===== src/rtl/mux_arb_pkg.sv =====
// Shared types and the round-robin pick function for the 4-way mux arbiter.
package mux_arb_pkg;

   localparam int N_REQ = 4;

   typedef enum logic {IDLE, BUSY} state_t;

   typedef struct packed {
      logic       found;
      logic [1:0] idx;
   } pick_t;

   // First set request at ptr, ptr+1, ptr+2, ptr+3 (mod 4). Scanning downward
   // lets the lowest offset overwrite the others.
   function automatic pick_t rr_pick(input logic [N_REQ-1:0] req, input logic [1:0] ptr);
      pick_t      p;
      logic [1:0] k;
      p = '0;
      for (int i = N_REQ - 1; i >= 0; i--) begin
         k = ptr + 2'(i);
         if (req[k]) begin
            p.found = 1'b1;
            p.idx   = k;
         end
      end
      return p;
   endfunction

endpackage


===== src/rtl/mux4_bus.sv =====
// Combinational 4:1 data mux, zero latency, no flow control of its own.
module mux4_bus #(
   parameter int WIDTH = 8
) (
   input  logic [1:0]       sel,
   input  logic [WIDTH-1:0] in0_data,
   input  logic [WIDTH-1:0] in1_data,
   input  logic [WIDTH-1:0] in2_data,
   input  logic [WIDTH-1:0] in3_data,
   output logic [WIDTH-1:0] out_data
);

   always_comb begin
      out_data = in0_data;
      case (sel)
         2'd0:    out_data = in0_data;
         2'd1:    out_data = in1_data;
         2'd2:    out_data = in2_data;
         default: out_data = in3_data;
      endcase
   end

endmodule


===== src/rtl/mux4_rr_arbiter.sv =====
// Round-robin owner of a shared 4:1 mux: grant in the cycle after req from idle, zero-bubble handover.
// Grant is held while the output is stalled; it rotates after MAX_BURST beats or when req[sel] drops.
module mux4_rr_arbiter
   import mux_arb_pkg::*;
#(
   parameter int WIDTH     = 8,
   parameter int MAX_BURST = 4
) (
   input  logic             clk,
   input  logic             rst_n,
   input  logic [3:0]       req,
   input  logic [WIDTH-1:0] in0_data,
   input  logic [WIDTH-1:0] in1_data,
   input  logic [WIDTH-1:0] in2_data,
   input  logic [WIDTH-1:0] in3_data,
   output logic [3:0]       in_ready,
   output logic [WIDTH-1:0] out_data,
   output logic             out_valid,
   input  logic             out_ready,
   output logic [3:0]       grant,
   output logic [1:0]       sel
);

   localparam logic [7:0] LAST_BEAT = 8'(MAX_BURST - 1);

   state_t           state;
   logic [1:0]       ptr;
   logic [7:0]       cnt;
   logic             busy;
   logic             beat;
   logic             rel;
   logic [1:0]       nxt_ptr;
   pick_t            pick_idle;
   pick_t            pick_rel;
   logic [WIDTH-1:0] mux_out;

   mux4_bus #(.WIDTH(WIDTH)) u_bus (
      .sel      (sel),
      .in0_data (in0_data),
      .in1_data (in1_data),
      .in2_data (in2_data),
      .in3_data (in3_data),
      .out_data (mux_out)
   );

   assign busy      = (state == BUSY);
   assign out_valid = busy & req[sel];
   assign out_data  = busy ? mux_out : '0;
   assign in_ready  = grant & {N_REQ{out_ready}};
   assign beat      = out_valid & out_ready;
   // Burst exhausted, or the owner withdrew without a beat this cycle.
   assign rel       = busy & ((beat && (cnt == LAST_BEAT)) || !req[sel]);
   assign nxt_ptr   = sel + 2'd1;
   assign pick_idle = rr_pick(req, ptr);
   assign pick_rel  = rr_pick(req, nxt_ptr);

   always_ff @(posedge clk or negedge rst_n) begin
      if (!rst_n) begin
         state <= IDLE;
         sel   <= 2'd0;
         grant <= 4'b0000;
         ptr   <= 2'd0;
         cnt   <= 8'd0;
      end else begin
         case (state)
            IDLE: begin
               grant <= 4'b0000;
               if (pick_idle.found) begin
                  sel   <= pick_idle.idx;
                  grant <= 4'b0001 << pick_idle.idx;
                  cnt   <= 8'd0;
                  state <= BUSY;
               end
            end
            BUSY: begin
               if (rel) begin
                  ptr <= nxt_ptr;
                  cnt <= 8'd0;
                  if (pick_rel.found) begin
                     sel   <= pick_rel.idx;
                     grant <= 4'b0001 << pick_rel.idx;
                  end else begin
                     grant <= 4'b0000;
                     state <= IDLE;
                  end
               end else if (beat) begin
                  cnt <= cnt + 8'd1;
               end
            end
            default: begin
               state <= IDLE;
               grant <= 4'b0000;
            end
         endcase
      end
   end

endmodule


===== config.mk =====
export PLATFORM = sky130hd
export DESIGN_NAME = mux4_rr_arbiter
export DESIGN_NICKNAME = d
export VERILOG_FILES = /design/src/rtl/mux_arb_pkg.sv /design/src/rtl/mux4_bus.sv /design/src/rtl/mux4_rr_arbiter.sv
export SDC_FILE = /design/constraint.sdc
export NUM_CORES = 1
export LEC_CHECK = 0
export CAP_MARGIN = 20
export CELL_PAD_IN_SITES_DETAIL_PLACEMENT = 0
export CELL_PAD_IN_SITES_GLOBAL_PLACEMENT = 1
export CORE_MARGIN = 2
export CORE_UTILIZATION = 33
export DETAILED_ROUTE_END_ITERATION = 12
export PLACE_DENSITY = 0.92
export SLEW_MARGIN = 0
export SYNTH_ARGS = -nofsm -noshare
export SYNTH_HDL_FRONTEND = slang
export SYNTH_SLANG_ARGS = --single-unit
export TNS_END_PERCENT = 5

===== constraint.sdc =====
create_clock -name clk -period 5.1 [get_ports clk]
set_input_delay 1.02 -clock clk [delete_from_list [all_inputs] [get_ports clk]]
set_output_delay 1.02 -clock clk [all_outputs]
set_load 0.02 [all_outputs]

# Word level (Yosys, flattened, before mapping)

Index checks and enable logic that the tools add are counted.

Add/subtract/negate cells: 8
Multiply operators: 0
Div/mod/pow operators: 0
Magnitude comparators: 9
Equal/unequal tests: 7
Shift-type cells: 2
Multiplexer cells: 44
Bitwise operators: 5
Reductions and logical operators: 7

Operators with widths:

| cell                                                                         | count |
|---|---|
| 8-bit 2-to-1 mux                                                             | 4 |
| 2-bit by 3-bit less-than comparator with 1-bit output, second input constant | 9 |
| 3-bit 2-to-1 mux                                                             | 8 |
| 8-bit case mux with 3 select lines                                           | 1 |
| 1-bit binary-select mux with 2-bit select                                    | 9 |
| 8-bit case mux with 2 select lines                                           | 1 |
| 1-bit 2-to-1 mux                                                             | 12 |
| 4-bit 2-to-1 mux                                                             | 3 |
| 2-bit adder, second input constant                                           | 4 |
| 8-bit by 1-bit adder with 8-bit output, second input constant                | 1 |
| 8-bit by 2-bit == test with 1-bit output, second input constant              | 1 |
| 4-bit case mux with 2 select lines                                           | 1 |
| 1-bit by 2-bit << shifter with 4-bit output, first input constant            | 2 |
| 2-bit by 1-bit adder with 2-bit output, second input constant                | 3 |
| 2-bit 2-to-1 mux                                                             | 3 |
| 4-bit AND                                                                    | 1 |
| 2-bit by 1-bit != test with 1-bit output, second input constant              | 2 |
| 2-bit case mux with 2 select lines                                           | 1 |
| 2-bit AND reduction                                                          | 2 |
| 1-bit AND                                                                    | 3 |
| 3-bit by 1-bit != test with 1-bit output, second input constant              | 1 |
| 3-bit AND reduction                                                          | 1 |
| 2-bit by 1-bit == test with 1-bit output, second input constant              | 1 |
| 2-bit == test, second input constant                                         | 1 |
| other kinds (7)                                                              | 7 |

Flip-flop bits (word level): 17
Bits in latches: 0
RAM bits: 0
Memory bits (read-only): 0
Input port bits: 39
Output and inout bits: 19
Logic and storage cells: 87
Memories: 0

# Depth between registers and ports, before layout

Word-level depth: 12
Gate-level depth with buffers: 7
Depth with buffers taken out: 7

# By module

From an unflattened synthesis, not the netlist that was laid out.

Cells, all modules: 152
Area, all modules: 1,426.4 um^2

By module, submodules not included:

| module          | times used | cells each | area each (um^2) | seq. area each (um^2) |
|---|---|---|---|---|
| mux4_rr_arbiter | 1          | 142        | 1,229.9          | 425.4 |
| mux4_bus        | 1          | 10         | 196.4            | 0.0 |

# Worst setup path before layout

Ideal clock, no wire load.

Path kind: input -> output
From: input port req[3]
To: output port out_valid
Arrival: 1.940 ns
Data required time: 4.080 ns
Setup slack: 2.140 ns
Cell stages on the path: 3
Buffers on the path: 1
Cells stage by stage: buf_4 -> mux4_2 -> and2_1

Cells in the longest elaborated chain, start to end: 3

RTL lines:

| what                                      | line                  | RTL |
|---|---|---|
| start, declared                           | mux4_rr_arbiter.sv:11 | `input logic [3:0] req,` |
| 1-bit binary-select mux with 2-bit select | mux4_rr_arbiter.sv:47 | `assign out_valid = busy & req[sel];` |
| 1-bit 2-to-1 mux (implied by the code)    | mux4_rr_arbiter.sv:47 |  |
| 1-bit AND                                 | mux4_rr_arbiter.sv:47 |  |
| end, declared                             | mux4_rr_arbiter.sv:18 | `output logic out_valid,` |

No other way between the ends. The select of a mux whose other input is x is not followed.

# Worst setup path in the final report

Ends and elaborated chain as after synthesis.

==> run_results.csv <==
group,metric,value,unit
run_status,status,"finished, final reports clean",
floorplanning,die_area,4790,sq um
worst_setup_path,cp_max_fo,11,
sta,hold_violations,0,
worst_setup_path,cp-end-kind,"primary output",
grt,grt_pass1_wl,6.34,mm
layout,layout_common_cells,"clkdlybuf4s50_1 (57), nor2_1 (30), dfrtp_1 (17), a21oi_1 (14), o21ai_0 (9)",
floorplanning,initial_core_util,34.6,%
synthesis,yosys_warnings,0,
layout,finalNetCount,262,
cts,cts.sinks,17,
cts,cts.clk_slew.worst_paths,0.07,ns
detailed_routing,routedWlPerCell,14.1,microns
sta,relSlewSlack,51.3,%
worst_setup_path,critPathSlowestCell,"mux4_2",
worst_setup_path,r2r-end,"grant[3]$_DFFE_PN0P_",
synthesis,synth_seq_cells,17,
synthesis,netlist_instances,167,
detailed_routing,firstDrtPassIters,5,
floorplanning,die_h,69.2,microns
min_path,hold-path-cell-count,1,
sta,rsz0062_at_grt,"no",
detailed_routing,drc,0,
sta,fmax,254,MHz
cts,cts-resized-gates,0,
floorplanning,core_area,4060,sq um
sta,setup_tns,0,ns
synthesis,yosysSeqAreaShare,30.3,%
floorplanning,fp-row-count,23,
worst_setup_path,reg2reg_from,"sel[0]$_DFFE_PN0P_",
cts,htreeDepth,1,
worst_setup_path,crit_top_cell,"clkdlybuf4s50_1",
placement,gp_congestion,0.766,
grt,grt_max_degree,18,
synthesis,synth_nets,211,
cts,insertion_delay,0.26,ns
cts,post_cts_buffers,0,
layout,drive_above_1_share,6.91,%
detailed_routing,via_count,1455,
worst_setup_path,cp.arrival,2.92,ns
grt,grt_overflow_total,0,
detailed_routing,drt-vias-per-instance,5.45,
cts,cts_buffers,3,
sta,finalCritPeriodShare,77.2,%
sta,timing.final.crit_period,3.94,ns
detailed_routing,ant_nets,0,
cts,hold_buffers,0,
worst_setup_path,reg2reg_slack,2.68,ns
layout,layout_commonest_cell,"clkdlybuf4s50_1",
grt,grt.total_usage,15.8,%
power_and_ir_drop,leakage,0.822,nW
power_and_ir_drop,peakVddDrop,0.317,mV
placement,pre_cts_ws,1.16,ns
sta,skew,0.00616,ns
grt,antenna_found_initial,0,
synthesis,synth_area,1400,sq um
cts,cts_root_buf,"clkbuf_8",
synthesis,ys_types,43,
synthesis,avgSynthCellArea,8.41,sq um
worst_setup_path,rr_worst_depth,7,
power_and_ir_drop,pwr_density_cell,536,nW/um^2
layout,synthToLayoutAreaGrowth,43.9,%
worst_setup_path,path_cells,"clkdlybuf4s50_1 > mux4_2 > and2_1 > clkdlybuf4s50_1",
worst_setup_path,worstSetupPathType,"in2out",
cts,cts_tree,"done",
run,maxCapViolCount,0,
worst_setup_path,critPathLaunchType,"primary input",
sta,finalSetupViolCount,0,
cts,cts_buffer_depth,2,
worst_setup_path,critPathRequiredTime,4.08,ns
floorplanning,die_w,69.2,microns
grt,grt_pass1_vias,1337,
detailed_routing,drt-initial-drc-count,81,
sta,fin_ws,1.16,ns
detailed_routing,wl,3.76,mm
sta,tightest_slew,0.728,ns
placement,port_buffers,57,
min_path,hold_start,"cnt[7]$_DFFE_PN0P_",
min_path,min_path_type,"reg2reg",
worst_setup_path,slowest_delay,0.61,ns
floorplanning,ios,58,
layout,num_antenna_cells,0,
sta,final-max-slew-violation-count,0,
placement,dp_hpwl,2.92,mm
min_path,hold_path_end,"cnt[7]$_DFFE_PN0P_",
[area by class of cell]
| cell class | count | area (sq um) |
|---|---|---|
| fillers | 383 | 2040 |
| multi-input cells | 133 | 891 |
| repair buffers | 57 | 571 |
| flip-flops and latches | 17 | 425 |
| well taps | 50 | 62.6 |
| clock buffers | 3 | 41.3 |
| inverters | 6 | 22.5 |
| clock inverters | 1 | 7.51 |
[stage by stage]
step / util (%) / hold WS (ns) / power (mW) / std cells / instance area, sq um
global placement: 48.6 / 0.486 / 0.977 / 263 / 1970
global route: 49.8 / 0.557 / 1.17 / 267 / 2020
detailed placement: 48.6 / 0.502 / 0.985 / 263 / 1970
floorplan: - / 0.447 / 0.716 / 167 / 1400
finish: 49.8 / 0.512 / 1.08 / 267 / 2020
CTS: 49.8 / 0.512 / 1.09 / 267 / 2020
[worst max-delay path, delay by kind of cell]
family	cells	cell delay, ns
multiplexers	1	0.61
buffers and inverters	2	1.10
AND/OR/NAND/NOR	1	0.19
[layer usage]
metal  GRT usage [%]  routed length (microns)  part of all wire (%)  vias to the layer above
li1                -                        -                     -                      727
met1            22.0                     1730                    46                      680
met2            24.4                     1750                    46                       39
met3            2.47                      209                   5.6                        9
met4            6.32                       78                   2.1                        0
met5               0                        0                     0                        -
[how the worst max path moves through the flow]
| stage | from | to | cells past startpoint |
|---|---|---|---|
| after CTS | req[3] | out_valid | 4 |
| after global placement | req[3] | out_valid | 4 |
| after global routing | req[3] | out_valid | 4 |
| final | req[3] | out_valid | 4 |
| after detailed placement | req[3] | out_valid | 4 |
| after floorplan | req[3] | out_valid | 3 |
[power breakdown]
part | total (mW) | switching [mW] | internal (mW)
Clock | 0.106 | 0.0512 | 0.0552
Sequential | 0.230 | 0.0548 | 0.176
Combinational | 0.745 | 0.385 | 0.361
[state kept, by name (all words and copies together), names as in the netlist]
name and count:
busy 1, sel 2, grant 4, cnt 8, ptr 2
[cell usage after synthesis]
master | number | share of area, %
o211ai_1 | 1 | 0.53
dfrtp_1 | 17 | 30
or3_1 | 3 | 1.3
a211oi_2 | 1 | 0.89
and2_1 | 5 | 2.2
mux2_2 | 1 | 0.80
a31o_2 | 1 | 0.62
mux2_4 | 1 | 1.1
or4bb_1 | 1 | 0.80
buf_2 | 1 | 0.36
o21a_1 | 1 | 0.53
nand4_1 | 2 | 0.89
o22a_1 | 1 | 0.62
clkbuf_1 | 6 | 1.6
or4b_4 | 2 | 2.0
o32ai_1 | 1 | 0.62
or2_1 | 2 | 0.89
o21ai_4 | 1 | 1.2
nand2b_1 | 4 | 1.8
o22ai_1 | 1 | 0.45
a22o_1 | 2 | 1.2
a21oi_1 | 14 | 5.0
buf_6 | 2 | 1.6
and2_2 | 1 | 0.53
nand3b_1 | 2 | 1.1
buf_4 | 2 | 1.1
o21ai_0 | 9 | 3.2
nor2_1 | 30 | 8.0
a222oi_1 | 8 | 5.7
nor3_1 | 1 | 0.36
nand2_1 | 3 | 0.80
inv_1 | 6 | 1.6
ha_1 | 5 | 4.5
nor2b_1 | 1 | 0.45
mux4_2 | 1 | 1.6
mux2i_1 | 3 | 2.1
o31ai_1 | 5 | 2.7
o211ai_4 | 1 | 1.5
nand3_1 | 7 | 2.5
and3_1 | 4 | 1.8
or4_1 | 1 | 0.53
nand2_2 | 1 | 0.45
a31oi_1 | 5 | 2.2
[cells by family after synthesis]
kind of cell	count (synthesis)	share of synthesized area [%]
simple gates	70	26.4
fa+ha+maj	5	4.46
buf+inv	17	6.24
compound gates	52	27.0
mux	6	5.61
flops	17	30.3
No activity file was read; power rests on OpenSTA's default activity.
